**config.mk**
```make
export PLATFORM = sky130hd
export DESIGN_NAME = key_debounce_bank
export DESIGN_NICKNAME = d
export VERILOG_FILES = /design/src/rtl/key_debounce_bank_pkg.sv /design/src/rtl/key_debounce_bank_channel.sv /design/src/rtl/key_debounce_bank.sv
export SDC_FILE = /design/constraint.sdc
export NUM_CORES = 1
export LEC_CHECK = 0
export BUFFER_PORTS_ARGS = -buffer_cell sky130_fd_sc_hd__buf_4
export CAP_MARGIN = 10
export CORE_MARGIN = 2
export CORE_UTILIZATION = 57
export DETAILED_ROUTE_END_ITERATION = 12
export GPL_TIMING_DRIVEN = 1
export PLACE_DENSITY = 0.75
export SYNTH_ARGS = -nofsm -noshare
export SYNTH_HDL_FRONTEND = slang
export SYNTH_HIERARCHICAL = 1
export SYNTH_SLANG_ARGS = --single-unit
```
**constraint.sdc**
```tcl
create_clock -name CLK -period 2.6 [get_ports CLK]
set_input_delay 0.52 -clock CLK [delete_from_list [all_inputs] [get_ports CLK]]
set_output_delay 0.52 -clock CLK [all_outputs]
set_load 0.01 [all_outputs]
```
**src/rtl/key_debounce_bank_pkg.sv**
```systemverilog
// Shared definitions for the key debouncer bank: per-channel FSM states
// and the stability window lengths used in simulation and on the board.
package key_debounce_bank_pkg;

  typedef enum logic [1:0] {
    IDLE_LO = 2'd0,  // committed level 0
    CHK_HI  = 2'd1,  // candidate level 1 being qualified
    IDLE_HI = 2'd2,  // committed level 1
    CHK_LO  = 2'd3   // candidate level 0 being qualified
  } db_state_e;

  localparam int unsigned STABLE_CYCLES_SIM = 4;
  localparam int unsigned STABLE_CYCLES_SYN = 4194304;

endpackage

```
**src/rtl/key_debounce_bank_channel.sv**
```systemverilog
// Single-bit debouncer: synchroniser, qualification FSM, stability counter,
// and registered level / press / release outputs.
module debounce_channel
  import key_debounce_bank_pkg::*;
#(
  parameter int unsigned STABLE_CYCLES = STABLE_CYCLES_SYN,
  parameter int unsigned SYNC_STAGES   = 2
) (
  input  logic CLK,
  input  logic RESET,
  input  logic KEY_IN,
  input  logic EN,
  output logic KEY_OUT,
  output logic PRESS,
  output logic RELEASE
);

  localparam int unsigned       CNT_W    = $clog2(STABLE_CYCLES);
  localparam logic [CNT_W-1:0]  CNT_ONE  = CNT_W'(1);
  localparam logic [CNT_W-1:0]  CNT_LAST = CNT_W'(STABLE_CYCLES - 1);

  logic [SYNC_STAGES-1:0] sync_q;
  logic                   s;
  db_state_e              state_q, state_d;
  logic [CNT_W-1:0]       cnt_q, cnt_d;
  logic                   key_d, press_d, release_d;

  assign s = sync_q[SYNC_STAGES-1];

  // State, counter, synchroniser and output registers; synchroniser runs even when disabled.
  always_ff @(posedge CLK) begin
    if (RESET) begin
      sync_q  <= '0;
      state_q <= IDLE_LO;
      cnt_q   <= '0;
      KEY_OUT <= 1'b0;
      PRESS   <= 1'b0;
      RELEASE <= 1'b0;
    end else begin
      sync_q  <= {sync_q[SYNC_STAGES-2:0], KEY_IN};
      state_q <= state_d;
      cnt_q   <= cnt_d;
      KEY_OUT <= key_d;
      PRESS   <= press_d;
      RELEASE <= release_d;
    end
  end

  // Next-state logic: qualify a candidate level over the full window, restart on any reversal.
  always_comb begin
    state_d   = state_q;
    cnt_d     = '0;
    key_d     = KEY_OUT;
    press_d   = 1'b0;
    release_d = 1'b0;
    if (!EN) begin
      // Disabling drops the level silently, without a release event.
      state_d = IDLE_LO;
      key_d   = 1'b0;
    end else begin
      unique case (state_q)
        IDLE_LO: begin
          if (s) begin
            state_d = CHK_HI;
            cnt_d   = CNT_ONE;
          end
        end
        CHK_HI: begin
          if (!s) begin
            state_d = IDLE_LO;
          end else if (cnt_q == CNT_LAST) begin
            state_d = IDLE_HI;
            key_d   = 1'b1;
            press_d = 1'b1;
          end else begin
            cnt_d = cnt_q + CNT_ONE;
          end
        end
        IDLE_HI: begin
          if (!s) begin
            state_d = CHK_LO;
            cnt_d   = CNT_ONE;
          end
        end
        CHK_LO: begin
          if (s) begin
            state_d = IDLE_HI;
          end else if (cnt_q == CNT_LAST) begin
            state_d   = IDLE_LO;
            key_d     = 1'b0;
            release_d = 1'b1;
          end else begin
            cnt_d = cnt_q + CNT_ONE;
          end
        end
      endcase
    end
  end

endmodule

```
**src/rtl/key_debounce_bank.sv**
```systemverilog
// Bank of N independent key debouncers with registered press/release events
// and a combined "any key down" flag.
module key_debounce_bank
  import key_debounce_bank_pkg::*;
#(
  parameter int unsigned N             = 8,
  parameter int unsigned STABLE_CYCLES = STABLE_CYCLES_SYN,
  parameter int unsigned SYNC_STAGES   = 2
) (
  input  logic         CLK,
  input  logic         RESET,
  input  logic [N-1:0] KEYS_IN,
  input  logic [N-1:0] CH_EN,
  output logic [N-1:0] KEYS_OUT,
  output logic [N-1:0] PRESS,
  output logic [N-1:0] RELEASE,
  output logic         ANY_PRESSED
);

  for (genvar i = 0; i < N; i++) begin : g_ch
    debounce_channel #(
      .STABLE_CYCLES (STABLE_CYCLES),
      .SYNC_STAGES   (SYNC_STAGES)
    ) u_ch (
      .CLK     (CLK),
      .RESET   (RESET),
      .KEY_IN  (KEYS_IN[i]),
      .EN      (CH_EN[i]),
      .KEY_OUT (KEYS_OUT[i]),
      .PRESS   (PRESS[i]),
      .RELEASE (RELEASE[i])
    );
  end

  // Any committed key currently down.
  always_comb begin
    ANY_PRESSED = |KEYS_OUT;
  end

endmodule

```
==> results_dict.tcl, run 1 <==
set metrics [dict create \
    die_h_um 138 \
    synth_common_cells "dfxtp_1, nor2_1, xnor2_1, a21oi_1, nand2_1" \
    ctsResizeCount 0 \
    power.density_nw_per_um2 629 \
    crit_start "g_ch[7].u_ch/cnt_q[0]$_SDFF_PP0_" \
    cp_data_required_time_ns 3.04 \
    synth_edf_count 0 \
    p_sw_frac 0.196 \
    synthArstFlopShare 0 \
    ir_drop_uv 561 \
    yosysUniqueCellTypes 46 \
    yosys_warnings 6 \
    ys_ff_latch 232 \
    syn-mean-instance-area_um2 8.80 \
    rsz0062_at_grt "no" \
    overflow 0 \
    place_hpwl_um 12700 \
    core-area_um2 17400 \
    yosys.area.top_type "dfxtp_1" \
    period_minus_slack_ns 2.13 \
    root_buffer "clkbuf_16" \
    drv_slew 0 \
    drc_errors 0 \
    r2r_start "g_ch[7].u_ch/cnt_q[0]$_SDFF_PP0_" \
    min_path_type "in2reg" \
    worstPathArrival_ns 2.56 \
    grt_max_degree 27 \
    whs_ns 0.221 \
    fin_cells 1454 \
    start_util 0.587 \
    cts_hold_buf 0 \
    antenna_found_initial 0 \
    grt_pass1_vias 7142 \
    avgRoutedWirePerCell_um 13.0 \
    path_cells "ha_1 > nand3_4 > or4_1 > or3_1 > a21boi_1" \
    cts_tree "done" \
    cts-htree-levels 1 \
    die_area_um2 19000 \
    finClkSkew_ns 0.0115 \
    dp.cells 1410 \
    yosysSeqAreaShare 0.454 \
    crit_family "simple AND/OR/NAND/NOR gates" \
    power.switching_w 0.00142 \
    postSynthCellCount 1162 \
    route.vias.total 8096 \
    pin_count 43 \
    max_freq_ghz 0.470 \
    synth_area_um2 10200 \
    synthFlopType "dfxtp_1" \
    rows 48 \
    period_share 0.818 \
    postRouteAntennaNets 0 \
    dr.pass1.iters 4 \
    final_area_um2 11600 \
    maxCapViolCount 0 \
    start_kind "register" \
    slew_headroom 0.511 \
    grt_pass1_wl_um 31900 \
    status "finished clean" \
    grt_usage 0.199 \
    synthToLayoutAreaGrowth_pct 13.0 \
    multiInputGateArea_um2 5200 \
    seqCellArea_um2 4640 \
    post-cts-setup-buffers 0 \
    synth_nets 1188 \
    wirelength_um 18900 \
    place_area_um2 10700 \
    drt_iter0_drc 386 \
    port_buffers 42 \
    seqPwrFrac 0.492 \
    clk_latency_ns 0.51 \
    hold_viol 0 \
    setup_tns_ns 0 \
    p_int_w 0.00585 \
    cts.clk_slew.worst_paths_ns 0.06 \
    drt-vias-per-instance 5.57 \
    worstSetupEndpointType "register" \
    synth.most_common_cell "dfxtp_1" \
    nets 1237 \
    critPathBufInv 0 \
    clockBufferDepth 3 \
    crit_fanout 9 \
    tightest_slew_ns 0.726 \
    fillers 1442 \
    gp_congestion 0.793 \
    setup_viol 0 \
    criticalPathCategory "reg2reg" \
    cts_sinks 232 \
    insertedDiodeCount 0 \
    cts_buffers 24 \
    die_w_um 138 \
    slowest_stage "or4_1" \
    min_from "KEYS_IN[0]" \
    clkPwrFrac 0.498 \
    p_leak_nw 3.42 \
    slowest_delay_ns 0.70 \
    comb_power_share 0.009 \
    synthTopCellsByArea "dfxtp_1, xnor2_1, nor2_1" \
    synthDominantCellAreaShare 0.454 \
    drive_above_1_share 0.124 \
]
power groups by stage:
stage	clock, W	sequential [W]	combinational, W
5_1_grt	0.00384	0.00358	0.0000758
3_5_place_dp	0	0.00366	0.0000688
3_3_place_gp	0	0.00366	0.0000679
6_report	0.00363	0.00358	0.0000683
4_1_cts	0.00371	0.00358	0.0000692
2_1_floorplan	0	0.00366	0.0000342
cells in the final DEF (no fill, tap or decap), types with 52 or more instances in the layout:
| master | synthesis | final |
|---|---|---|
| dfxtp_1 | 232 | 232 |
| nor2_1 | 145 | 145 |
| xnor2_1 | 79 | 79 |
| a21oi_1 | 66 | 66 |
| nand2_1 | 62 | 62 |
| o21ai_0 | 60 | 60 |
| nor3_1 | 57 | 57 |
| inv_1 | 52 | 52 |
| nand4_1 | 52 | 52 |
| buf_4 | 0 | 52 |
final cells by class:
cell class | instances | share of cell area
flip-flops and latches | 232 | 0.402
well taps | 225 | 0.0244
inverters | 52 | 0.0169
clock inverters | 10 | 0.0135
multi-input cells | 849 | 0.450
clock buffers | 34 | 0.0596
repair buffers | 52 | 0.0338
cell families after synthesis:
logic type                 count (synthesis)  share of synthesized area
and+or+nand+nor                          555                      0.303
buffers and inverters                     81                     0.0373
adders and majority gates                  8                    0.00979
AOI/OAI and AO/OA                        168                     0.0948
DFF                                      232                      0.454
xor gates and xnor gates                 115                     0.0985
muxes                                      3                    0.00294
final timing paths:
path | to | slack, ns | cells after the start
max | g_ch[7].u_ch/cnt_q[18]$_SDFF_PP0_ | 0.47 | 5
min | g_ch[0].u_ch/sync_q[0]$_SDFF_PP0_ | 0.22 | 2
max reg2reg | g_ch[7].u_ch/cnt_q[18]$_SDFF_PP0_ | 0.47 | 5
min reg2reg | g_ch[6].u_ch/sync_q[1]$_SDFF_PP0_ | 0.44 | 1
through the flow:
| stage | setup slack [ns] | power, W | util |
|---|---|---|---|
| final | 0.474 | 0.00728 | 0.664 |
| after global routing | 0.333 | 0.00750 | 0.664 |
| after CTS | 0.486 | 0.00736 | 0.664 |
| after detailed placement | 0.509 | 0.00373 | 0.615 |
| after global placement | 0.578 | 0.00373 | 0.615 |
| after floorplan | 0.681 | 0.00369 | - |
registers in the layout, indices dropped and copies added (netlist names), named ones only:
register / flops
g_ch.u_ch/state_q: 8
g_ch.u_ch/PRESS: 8
g_ch.u_ch/KEY_OUT: 8
g_ch.u_ch/RELEASE: 8
g_ch.u_ch/cnt_q: 176
g_ch.u_ch/sync_q: 16
routing by layer:
metal  global-route usage  wire [µm]  vias to the layer above
li1                     -          -                     4238
met1                0.261       9210                     3725
met2                0.340       8740                       99
met3               0.0336        562                       34
met4               0.0522        373                        0
met5                    0          0                        -
Note: power is estimated with default switching activity, not from simulation.
==> run 2, diff against run 1 <==
Settings changed: CORE_UTILIZATION 57 to 56, PLACE_DENSITY 0.75 to 0.76.
Clock period 2.6 ns to 1.78 ns, I/O delays scaled along.
==> run 2 against run 1 <==
The flow now finishes with violations (negative setup slack); first-iteration DRC count increased by 8.3%; worst hold slack got worse by 0.16 ns; die area increased by 1.7%; clock power increased by 43%; critical endpoint is now ANY_PRESSED; critical path depth decreased by 2; clock-buffer cell count unchanged; clock skew decreased by 0.0022 ns; final cell count increased by 9.8%; largest cell class unchanged; utilization increased by 5.7 points.
==> results_dict.tcl, run 2 (synthesis gave the netlist of run 1 again) <==
set metrics [dict create \
    p_leak_nw 4.16 \
    drt-vias-per-instance 5.52 \
    die_w_um 139 \
    drt_iter0_drc 418 \
    grt_pass1_wl_um 37300 \
    synthToLayoutAreaGrowth_pct 26.6 \
    ir_drop_uv 874 \
    grtUsageMet3 0.0349 \
    clockBufferDepth 3 \
    hold_depth 2 \
    criticalPathCategory "reg2out" \
    start_util 0.569 \
    use_met2 0.400 \
    violations "negative setup slack" \
    setup_slack_ns -0.0193 \
    tightest_slew_ns 0.429 \
    wirelength_um 21900 \
    status "complete, but fails checks" \
    avgRoutedWirePerCell_um 13.7 \
    ff2ff_path_depth 4 \
    final_util 0.721 \
    place_hpwl_um 14700 \
    max_freq_ghz 0.556 \
    min_from "KEYS_IN[4]" \
    cts.clk_slew.worst_paths_ns 0.06 \
    final_common_cell "dfxtp_1" \
    grt_max_degree 22 \
    fillers 1346 \
    drc_errors 0 \
    largest_reg_flops 176 \
    antenna_found_initial 0 \
    insertedDiodeCount 0 \
    die_area_um2 19400 \
    gp_congestion 0.826 \
    overflow 0 \
    final_cell_mix "dfxtp_1, buf_4, nor2_1, xnor2_1, a21oi_1" \
    top_register "g_ch.u_ch/cnt_q" \
    rrSetupSlack_ns 0.02 \
    place_area_um2 11800 \
    min_to "g_ch[4].u_ch/sync_q[0]$_SDFF_PP0_" \
    core-area_um2 18000 \
    pin_count 43 \
    min_path_type "in2reg" \
    cts_tree "done" \
    whs_ns 0.0591 \
    crit_fanout 2 \
    r2r_start "g_ch[7].u_ch/cnt_q[6]$_SDFF_PP0_" \
    hold_viol 0 \
    r2r_end "g_ch[7].u_ch/cnt_q[18]$_SDFF_PP0_" \
    nets 1378 \
    setup_viol 1 \
    route.vias.total 8813 \
    grtUsageMet1 0.279 \
    die_h_um 139 \
    period_minus_slack_ns 1.80 \
    slew_headroom 0.711 \
    finClkSkew_ns 0.00930 \
    drv_slew 0 \
    grt_pass1_vias 8392 \
    cp_data_required_time_ns 1.42 \
    power.density_nw_per_um2 815 \
    dp_slack_ns -0.0172 \
    root_buffer "clkbuf_16" \
    period_share 1.01 \
    worstSetupEndpointType "output port" \
    rsz0062_at_grt "yes" \
    cts_buffers 25 \
    clk_latency_ns 0.51 \
    postRouteAntennaNets 0 \
    cts_sinks 232 \
    dr.pass1.iters 5 \
    setup_tns_ns -0.0193 \
    maxCapViolCount 0 \
    rows 49 \
    port_buffers 42 \
    final_area_um2 12900 \
    reg_top3 "g_ch.u_ch/cnt_q: 176 flops, g_ch.u_ch/sync_q: 16 flops" \
    start_kind "register" \
    gr-max-usage-layer "met2" \
    cts-htree-levels 1 \
    worstPathArrival_ns 1.44 \
    grt_usage 0.221 \
    drive_above_1_share 0.259 \
]
run 2: final cells by class:
class	count	area, µm²	area share
clock buffer	34	709	0.0548
tap	229	287	0.0221
multi-input combinational	850	5450	0.421
clock inverter	8	118	0.00908
sequential	232	4700	0.363
timing repair buffer	191	1500	0.115
inverter	52	195	0.0151
run 2: where the power goes:
group | internal (W) | leakage [nW] | switching (W)
combinational | 0.0000637 | 1.86 | 0.0000596
clock | 0.00320 | 0.407 | 0.00200
sequential | 0.00521 | 1.89 | 0.0000173
total | 0.00847 | 4.16 | 0.00208
run 2: worst max-delay path by stage:
stage | end | from
finish | ANY_PRESSED | g_ch[2].u_ch/KEY_OUT$_SDFFE_PP0P_
global route | ANY_PRESSED | g_ch[2].u_ch/KEY_OUT$_SDFFE_PP0P_
CTS | ANY_PRESSED | g_ch[2].u_ch/KEY_OUT$_SDFFE_PP0P_
detailed placement | g_ch[2].u_ch/KEY_OUT$_SDFFE_PP0P_ | g_ch[2].u_ch/cnt_q[0]$_SDFF_PP0_
global placement | g_ch[2].u_ch/KEY_OUT$_SDFFE_PP0P_ | g_ch[2].u_ch/cnt_q[1]$_SDFF_PP0_
floorplan | g_ch[7].u_ch/cnt_q[18]$_SDFF_PP0_ | g_ch[7].u_ch/cnt_q[1]$_SDFF_PP0_
run 2: timing repair:
item | CTS | global route
setup buffers | 3 | 6
pin swaps | 6 | 19
setup endpoints to repair | 19 | 92
cloned | 0 | 1
hold buffers | 0 | 0
gates resized for setup | 13 | 54
run 2: worst max-delay path, cell delays in order (launching register included):
cell,delay (ns)
dfxtp_4,0.36
nor4_4,0.32
nand2_2,0.12
buf_6,0.13
run 2: per-stage QoR:
step                power (W)  instances
floorplan             0.00539       1162
global placement      0.00546       1544
detailed placement    0.00547       1544
CTS                    0.0107       1589
global route           0.0109       1596
finish                 0.0106       1596
run 2: routing by layer:
layer	part of all wire	wire, µm	vias to the layer above
met5	0	0	-
met4	0.015	328	0
met3	0.037	803	30
met2	0.50	10900	120
met1	0.45	9910	4142
li1	-	-	4521
